$ cat src/rtl/mac_row_sched_pkg.sv
// Shared types for the mac4x4 row sequencer: FSM state and the 4-lane row.
package mac_row_sched_pkg;

    typedef enum logic [1:0] {
        IDLE  = 2'd0,
        RUN   = 2'd1,
        DRAIN = 2'd2,
        DONE  = 2'd3
    } state_t;

    localparam int ROW_DW = 16;

    typedef logic [3:0][ROW_DW-1:0] row_t;

endpackage

$ cat src/rtl/sync_fifo.sv
// Single-clock FIFO: registered write, show-ahead read; a push while full is dropped.
module sync_fifo #(
    parameter int DEPTH = 4,
    parameter int W     = 8
) (
    input  logic                     clock,
    input  logic                     reset_n,
    input  logic                     push,
    input  logic [W-1:0]             din,
    input  logic                     pop,
    output logic                     full,
    output logic                     empty,
    output logic [$clog2(DEPTH):0]   count,
    output logic [W-1:0]             head
);
    localparam int AW = $clog2(DEPTH);

    logic [W-1:0]  mem_q [DEPTH];
    logic [AW-1:0] wr_ptr_q, wr_ptr_d;
    logic [AW-1:0] rd_ptr_q, rd_ptr_d;
    logic [AW:0]   count_q, count_d;
    logic          do_push, do_pop;

    assign full  = (count_q == (AW+1)'(DEPTH));
    assign empty = (count_q == '0);
    assign count = count_q;
    assign head  = mem_q[rd_ptr_q];

    always_comb begin
        do_push  = push && !full;
        do_pop   = pop && !empty;
        wr_ptr_d = wr_ptr_q + AW'(do_push);
        rd_ptr_d = rd_ptr_q + AW'(do_pop);
        count_d  = count_q + (AW+1)'(do_push) - (AW+1)'(do_pop);
    end

    always_ff @(posedge clock or negedge reset_n) begin
        if (!reset_n) begin
            wr_ptr_q <= '0;
            rd_ptr_q <= '0;
            count_q  <= '0;
        end else begin
            wr_ptr_q <= wr_ptr_d;
            rd_ptr_q <= rd_ptr_d;
            count_q  <= count_d;
        end
    end

    // Storage carries no reset; only the pointers define what is valid.
    always_ff @(posedge clock) begin
        if (do_push) mem_q[wr_ptr_q] <= din;
    end

endmodule

$ cat src/rtl/mac_row_sched.sv
// Row sequencer around mac4x4: credit-gated issue, result FIFO, job FSM.
module mac_row_sched
    import mac_row_sched_pkg::*;
#(
    parameter int DEPTH = 4,
    parameter int DW    = 16,
    parameter int RW    = 8
) (
    input  logic                 clock,
    input  logic                 reset_n,
    input  logic                 start,
    input  logic [RW-1:0]        num_rows,
    input  logic [4:0]           bidx,
    output logic                 busy,
    output logic                 done,
    input  logic                 in_v,
    output logic                 in_rdy,
    input  logic [3:0][DW-1:0]   in_a,
    input  logic [3:0][DW-1:0]   in_c,
    output logic                 mac_en,
    output logic [3:0][DW-1:0]   mac_a,
    output logic [4:0]           mac_bidx,
    output logic [3:0][DW-1:0]   mac_c,
    input  logic                 mac_r_v,
    input  logic [3:0][DW-1:0]   mac_r,
    output logic                 out_v,
    input  logic                 out_rdy,
    output logic [3:0][DW-1:0]   out_r,
    output logic                 out_last
);
    localparam int CW = $clog2(DEPTH) + 1;
    localparam int FW = 4 * DW + 1;

    state_t        state_q, state_d;
    logic [RW-1:0] num_rows_q, num_rows_d;
    logic [4:0]    bidx_q, bidx_d;
    logic [RW-1:0] issue_cnt_q, issue_cnt_d;
    logic [RW-1:0] res_cnt_q, res_cnt_d;
    logic          inflight_q;

    logic [CW-1:0] fifo_count;
    logic          fifo_full, fifo_empty;
    logic [FW-1:0] fifo_head;
    logic          push, fifo_push, pop, push_last;

    // Credit covers rows already in the FIFO plus the one inside mac4x4;
    // a same-cycle pop is deliberately not credited back.
    assign in_rdy   = (state_q == RUN) && ((fifo_count + CW'(inflight_q)) < CW'(DEPTH));
    assign mac_en   = in_v && in_rdy;
    assign mac_a    = in_a;
    assign mac_c    = in_c;
    assign mac_bidx = bidx_q;

    assign busy = (state_q != IDLE);
    assign done = (state_q == DONE);

    assign push      = mac_r_v && ((state_q == RUN) || (state_q == DRAIN));
    assign fifo_push = push && !fifo_full;
    assign push_last = (res_cnt_q == num_rows_q - RW'(1));
    assign pop       = out_v && out_rdy;

    assign out_v    = !fifo_empty;
    assign out_r    = fifo_head[4*DW-1:0];
    assign out_last = fifo_head[4*DW] && out_v;

    sync_fifo #(.DEPTH(DEPTH), .W(FW)) u_fifo (
        .clock   (clock),
        .reset_n (reset_n),
        .push    (fifo_push),
        .din     ({push_last, mac_r}),
        .pop     (pop),
        .full    (fifo_full),
        .empty   (fifo_empty),
        .count   (fifo_count),
        .head    (fifo_head)
    );

    always_comb begin
        state_d     = state_q;
        num_rows_d  = num_rows_q;
        bidx_d      = bidx_q;
        issue_cnt_d = issue_cnt_q;
        res_cnt_d   = res_cnt_q;
        case (state_q)
            IDLE: begin
                if (start) begin
                    if (num_rows != '0) begin
                        num_rows_d  = num_rows;
                        bidx_d      = bidx;
                        issue_cnt_d = '0;
                        res_cnt_d   = '0;
                        state_d     = RUN;
                    end else begin
                        state_d = DONE;
                    end
                end
            end
            RUN: begin
                if (mac_en) begin
                    issue_cnt_d = issue_cnt_q + RW'(1);
                    if (issue_cnt_q == num_rows_q - RW'(1)) state_d = DRAIN;
                end
            end
            DRAIN: begin
                if ((res_cnt_q == num_rows_q) && fifo_empty) state_d = DONE;
            end
            default: state_d = IDLE;
        endcase
        if (push) res_cnt_d = res_cnt_q + RW'(1);
    end

    always_ff @(posedge clock or negedge reset_n) begin
        if (!reset_n) begin
            state_q     <= IDLE;
            num_rows_q  <= '0;
            bidx_q      <= '0;
            issue_cnt_q <= '0;
            res_cnt_q   <= '0;
            inflight_q  <= 1'b0;
        end else begin
            state_q     <= state_d;
            num_rows_q  <= num_rows_d;
            bidx_q      <= bidx_d;
            issue_cnt_q <= issue_cnt_d;
            res_cnt_q   <= res_cnt_d;
            inflight_q  <= mac_en;
        end
    end

endmodule

$ cat config.mk
export PLATFORM = sky130hd
export DESIGN_NAME = mac_row_sched
export DESIGN_NICKNAME = d
export VERILOG_FILES = /design/src/rtl/mac_row_sched_pkg.sv /design/src/rtl/sync_fifo.sv /design/src/rtl/mac_row_sched.sv
export SDC_FILE = /design/constraint.sdc
export NUM_CORES = 1
export LEC_CHECK = 0
export ABC_CLOCK_PERIOD_IN_PS = 11500
export CAP_MARGIN = 20
export CORE_MARGIN = 3
export CORE_UTILIZATION = 45
export DETAILED_ROUTE_END_ITERATION = 12
export GPL_ROUTABILITY_DRIVEN = 0
export PLACE_DENSITY = 0.88
export SETUP_SLACK_MARGIN = 0.15
export SKIP_CTS_REPAIR_TIMING = 1
export SYNTH_ARGS = -nofsm -noshare
export SYNTH_HDL_FRONTEND = slang
export SYNTH_SLANG_ARGS = --single-unit
$ cat constraint.sdc
create_clock -name clock -period 11.5 [get_ports clock]
set_input_delay 2.3 -clock clock [delete_from_list [all_inputs] [get_ports clock]]
set_output_delay 2.3 -clock clock [all_outputs]
set_load 0.02 [all_outputs]
# Yosys cells after proc, flatten, opt, wreduce, memory -nomap -nowiden
# Memory sizes are Yosys's and may differ from the RTL's.
# Cells that the tools add are included.
# word_totals
ff_bits	39
ramBits	260
memories	1
inputBits	211
# memory_table
name	depth	word_bits	read_ports	rd_ports_with_merged_regs	wr	line	text
u_fifo.mem_q	4	65	1	0	1	sync_fifo.sv:18	logic [W-1:0] mem_q [DEPTH];
# op_classes
n_mux	14
order_cmp	1
reduce_logical	24
add_sub_neg	8
eq_ne	12
# ops
operator	count
8-bit 2-to-1 mux	5
8-bit == test	3
8-bit by 1-bit adder with 8-bit output (second input constant)	2
8-bit case mux with 2 select lines	1
2-bit 2-to-1 mux	5
2-bit nonzero test	5
1-bit logical AND	9
4-bit AND reduction	2
8-bit nonzero test	1
8-bit by 1-bit subtractor with 8-bit output (second input constant)	1
3-bit by 1-bit adder with 3-bit output	2
2-bit inequality test (second input constant)	3
2-bit case mux with 3 select lines	1
3-bit AND reduction	2
2-bit by 1-bit adder with 2-bit output	2
2-bit == test (second input constant)	2
2-bit by 1-bit inequality test with 1-bit output (second input constant)	2
3-bit == test (second input constant)	1
3-bit logical NOT	1
3-bit < comparator (second input constant)	1
3-bit by 1-bit subtractor with 3-bit output	1
2-bit by 1-bit == test with 1-bit output (second input constant)	1
1-bit logical NOT	2
2-bit logical NOT	1
2 further kinds	3

# Longest topological paths before layout
# depth
depth_word	7
mapped_depth	9
depth_no_buf	9

# Hierarchy
# A second synthesis with hierarchy kept.
# unflattened
hier_cells	730
area_unflattened_um2	12909.9
# modules_own_cells
module	instances	area_per_inst_um2	cells_each
sync_fifo	1	9809.4	374
mac_row_sched	1	3100.5	356

# Least setup slack after synthesis
# OpenSTA, ideal clock, no wires.
# synth_path
path_kind	in2reg
startpoint	input mac_r_v
endpoint	memory u_fifo.mem_q[0][0] (netlist name), enable pin
setup_slack_ns	3.473
stages	3
n_path_buf	0
arrival_time_ns	7.446
path_cell_list	nand2_1 a21oi_1 nor3b_1
# synth_via
elab_chain_len	5
# synth_lines
item	line	text
start, declared	mac_row_sched.sv:24	input logic mac_r_v,
1-bit logical AND	mac_row_sched.sv:57	assign push = mac_r_v && ((state_q == RUN) || (state_q == DRAIN));
1-bit logical AND	mac_row_sched.sv:58	assign fifo_push = push && !fifo_full;
1-bit logical AND	sync_fifo.sv:30	do_push = push && !full;
1-bit 2-to-1 mux	sync_fifo.sv:51	if (do_push) mem_q[wr_ptr_q] <= din;
1-bit 2-to-1 mux (implied by the code)	sync_fifo.sv:51	
end, declared	sync_fifo.sv:18	
# Every way passes these cells.

# Final worst setup path
# layout_path
startpoint	input in_v
endpoint	output mac_en
# layout_via
elab_chain_len	1
# layout_lines
item	line	text
start, declared	mac_row_sched.sv:16	input logic in_v,
1-bit logical AND	mac_row_sched.sv:49	assign mac_en = in_v && in_rdy;
end, declared	mac_row_sched.sv:20	output logic mac_en,
# Every way passes these cells.

==> impl_metrics.json <==
{
  "critical_path_required_ns": 9.20,
  "edff_count_synth": 260,
  "worst-r2r-setup-slack_ns": 8.10,
  "detail-route-antenna-nets": 0,
  "synth_seq_area_share": 0.695,
  "criticalPathCategory": "in2out",
  "worst_r2r_startpoint": "state_q[0]$_DFFE_PN0P_",
  "hold_slack_ns": 0.510,
  "postRouteWirelength_um": 25200,
  "insertion_delay_ns": 0.54,
  "port_buffers": 157,
  "final_layout_size_suffix_gt1_frac": 0.176,
  "post-route-min-period_ns": 5.86,
  "pre_cts_slack_ns": 5.63,
  "power.static_leakage_nw": 4.93,
  "outcome": "finished, final reports clean",
  "route.vias.total": 6291,
  "worstSetupStartpoint": "in_v",
  "tightestPinTransition_ns": 1.03,
  "fraction_of_post_synthesis_cell_area_in_the_top_cell_type_by_area": 0.618,
  "final_min_period_over_clock_period": 0.510,
  "worstPathCellList": "clkdlybuf4s50_1, and3_1, clkdlybuf4s50_1",
  "critPathMaxFanout": 2,
  "grt.overflow.total": 0,
  "synth.distinct_cells": 47,
  "synth-async-reset-ratio": 0.130,
  "cts_buffers": 31,
  "synth_ff_type": "sky130_fd_sc_hd__edfxtp_1",
  "h_tree_depth": 1,
  "fmaxAchievable_mhz": 171,
  "first_pass_grt_wire_length_um": 38700,
  "finalSetupViolCount": 0,
  "detailedRoute.firstPassIterationCount": 5,
  "timing.critical_path.buf_inv": 2,
  "syn-mean-instance-area_um2": 17.8,
  "report.final.slew_viol_count": 0,
  "floorplan.initialDensity": 0.464,
  "filler_cell_count": 2084,
  "grt_setup_unrepaired": "no",
  "die_width_um": 174,
  "fin_setup_tns_ns": 0,
  "maximum_number_of_pins_on_one_net_before_global_route_repair": 67,
  "critPathArrivalTime_ns": 3.56,
  "yosysWarnings": 0,
  "power-per-cell-area_nw_per_um2": 263,
  "cts_root_buf": "sky130_fd_sc_hd__clkbuf_16",
  "drt-initial-drc-count": 481,
  "critical_path.slowest_cell": "sky130_fd_sc_hd__clkdlybuf4s50_1",
  "endpoints_failing_hold": 0,
  "post_layout_nets": 977,
  "max_cap_violations": 0,
  "final_design_area_no_fill_um2": 14700,
  "layout.cells.most_common_list": "sky130_fd_sc_hd__edfxtp_1, sky130_fd_sc_hd__clkdlybuf4s50_1, sky130_fd_sc_hd__mux4_2",
  "overall_fraction_of_global_route_tracks_in_use": 0.163,
  "ys_seq_elements": 299,
  "rows": 60,
  "clock_sinks": 299,
  "worst_setup_path_start_kind": "input pin",
  "layout_commonest_cell": "sky130_fd_sc_hd__edfxtp_1",
  "floorplan.core_area_um2": 27300,
  "synthTopCellsByArea": "sky130_fd_sc_hd__edfxtp_1, sky130_fd_sc_hd__mux4_2, sky130_fd_sc_hd__dfrtp_1",
  "drt-vias-per-instance": 5.46,
  "area_growth_pct": 16.4,
  "syn_inst": 709,
  "netlist.top_cell.by_area": "sky130_fd_sc_hd__edfxtp_1",
  "total_power_consumption_of_the_routed_design_w": 0.00387,
  "r2r_end": "u_fifo.mem_q[2][29]$_DFFE_PP_",
  "critical-path-max-stage-delay_ns": 0.62,
  "min_setup_slack_post_route_ns": 5.64,
  "tritoncts": "built",
  "fin_worst_skew_ns": 0.0199,
  "timing.critical_path.max_delay_family": "buffers and inverters",
  "vdd_ir_drop_max_mv": 0.154,
  "timing.critical_path.mode_cell": "sky130_fd_sc_hd__clkdlybuf4s50_1",
  "slew_headroom": 0.315,
  "first_global_vias": 6553,
  "worst-r2r-cell-count": 7,
  "overall_die_height_um": 174,
  "worstSetupPathDepth": 3,
  "setup.worst_path.end": "mac_en",
  "ioPinCount": 414,
  "clock_tree.buffer_depth": 3,
  "wl_per_cell_um": 21.9,
  "drt_drc_violations_left": 0,
  "detailed_place.area_um2": 13700,
  "dp_hpwl_um": 16200,
  "synth_area_um2": 12600,
  "hp-class": "reg2reg",
  "grt_antenna_before_repair": 0,
  "critPathCaptureType": "output port",
  "area_of_the_die_um2": 30100,
  "cts.reportedPaths.clkPinSlew_ns": 0.06,
  "syn_nets": 932
}
==> state kept, by name, summed over array words and instances, names as in the netlist <==
| name | flops |
|---|---|
| u_fifo.wr_ptr_q | 2 |
| inflight_q | 1 |
| mac_bidx | 5 |
| state_q | 2 |
| u_fifo.mem_q | 260 |
| issue_cnt_q | 8 |
| num_rows_q | 8 |
| u_fifo.count | 3 |
| res_cnt_q | 8 |
| u_fifo.rd_ptr_q | 2 |
==> worst min path at each step <==
stage                                        start                       end  cells after the start
after global routing       mac_bidx[1]$_DFFE_PN0P_   mac_bidx[1]$_DFFE_PN0P_                      1
after floorplan           res_cnt_q[7]$_DFFE_PN0P_  res_cnt_q[7]$_DFFE_PN0P_                      1
after CTS                  mac_bidx[1]$_DFFE_PN0P_   mac_bidx[1]$_DFFE_PN0P_                      1
after detailed placement   mac_bidx[1]$_DFFE_PN0P_   mac_bidx[1]$_DFFE_PN0P_                      1
after global placement     mac_bidx[1]$_DFFE_PN0P_   mac_bidx[1]$_DFFE_PN0P_                      1
final                      mac_bidx[1]$_DFFE_PN0P_   mac_bidx[1]$_DFFE_PN0P_                      1
==> area by class of cell <==
class / count / area [um2] / area share
diodes: 2 / 5.00 / 0.000340
well taps: 372 / 465 / 0.0317
clock inverters: 21 / 198 / 0.0134
inverters: 12 / 45.0 / 0.00306
clock buffers: 36 / 795 / 0.0540
repair buffers: 164 / 1640 / 0.112
multi-input cells: 246 / 2760 / 0.188
flip-flops and latches: 299 / 8790 / 0.598
==> metrics by stage <==
| step | cells | util |
|---|---|---|
| global placement | 1092 | 0.502 |
| global route | 1150 | 0.539 |
| floorplan | 709 | - |
| finish | 1152 | 0.539 |
| CTS | 1149 | 0.538 |
| detailed placement | 1092 | 0.502 |
==> cells in the mapped netlist (2+ instances only) <==
cell / number
sky130_fd_sc_hd__a21oi_1: 6
sky130_fd_sc_hd__a31oi_1: 6
sky130_fd_sc_hd__and2_1: 4
sky130_fd_sc_hd__and3_1: 6
sky130_fd_sc_hd__buf_2: 7
sky130_fd_sc_hd__buf_4: 128
sky130_fd_sc_hd__clkbuf_1: 16
sky130_fd_sc_hd__dfrtp_1: 39
sky130_fd_sc_hd__edfxtp_1: 260
sky130_fd_sc_hd__ha_1: 11
sky130_fd_sc_hd__inv_1: 12
sky130_fd_sc_hd__mux2_1: 2
sky130_fd_sc_hd__mux2_2: 8
sky130_fd_sc_hd__mux2i_1: 2
sky130_fd_sc_hd__mux4_2: 65
sky130_fd_sc_hd__nand2_1: 13
sky130_fd_sc_hd__nand2b_1: 2
sky130_fd_sc_hd__nand3_1: 15
sky130_fd_sc_hd__nand3b_1: 2
sky130_fd_sc_hd__nand4_1: 3
sky130_fd_sc_hd__nor2_1: 12
sky130_fd_sc_hd__nor2b_1: 5
sky130_fd_sc_hd__nor3_1: 5
sky130_fd_sc_hd__nor3b_1: 2
sky130_fd_sc_hd__nor4_1: 5
sky130_fd_sc_hd__o21ai_0: 19
sky130_fd_sc_hd__o21bai_1: 2
sky130_fd_sc_hd__o31ai_1: 6
sky130_fd_sc_hd__or4_1: 2
sky130_fd_sc_hd__xnor2_1: 13
sky130_fd_sc_hd__xor2_1: 15
==> layer usage <==
layer	track usage	vias to the layer above	share of wire	routed length [um]
li1	-	2700	-	-
met1	0.212	3179	0.40	10100
met2	0.258	332	0.48	12000
met3	0.0607	80	0.097	2450
met4	0.0466	0	0.027	669
met5	0.0240	-	0	0
==> report_power, final <==
part,internal (W),switching (W)
sequential,0.00141,0.000161
clock,0.000563,0.000391
combinational,0.000672,0.000673
total,0.00264,0.00122
==> cells by family (layout without fill, tap and decap cells) <==
logic type,Yosys count,in the layout,share of synthesized area
and+or+nand+nor,82,82,0.0357
xor gates and xnor gates,28,28,0.0194
DFF,299,299,0.695
AOI/OAI and AO/OA,47,47,0.0228
muxes,77,77,0.126
buffers and inverters,164,233,0.0880
other,0,2,0
adders and majority gates,12,12,0.0125
Note: power is estimated with default switching activity, not from simulation.
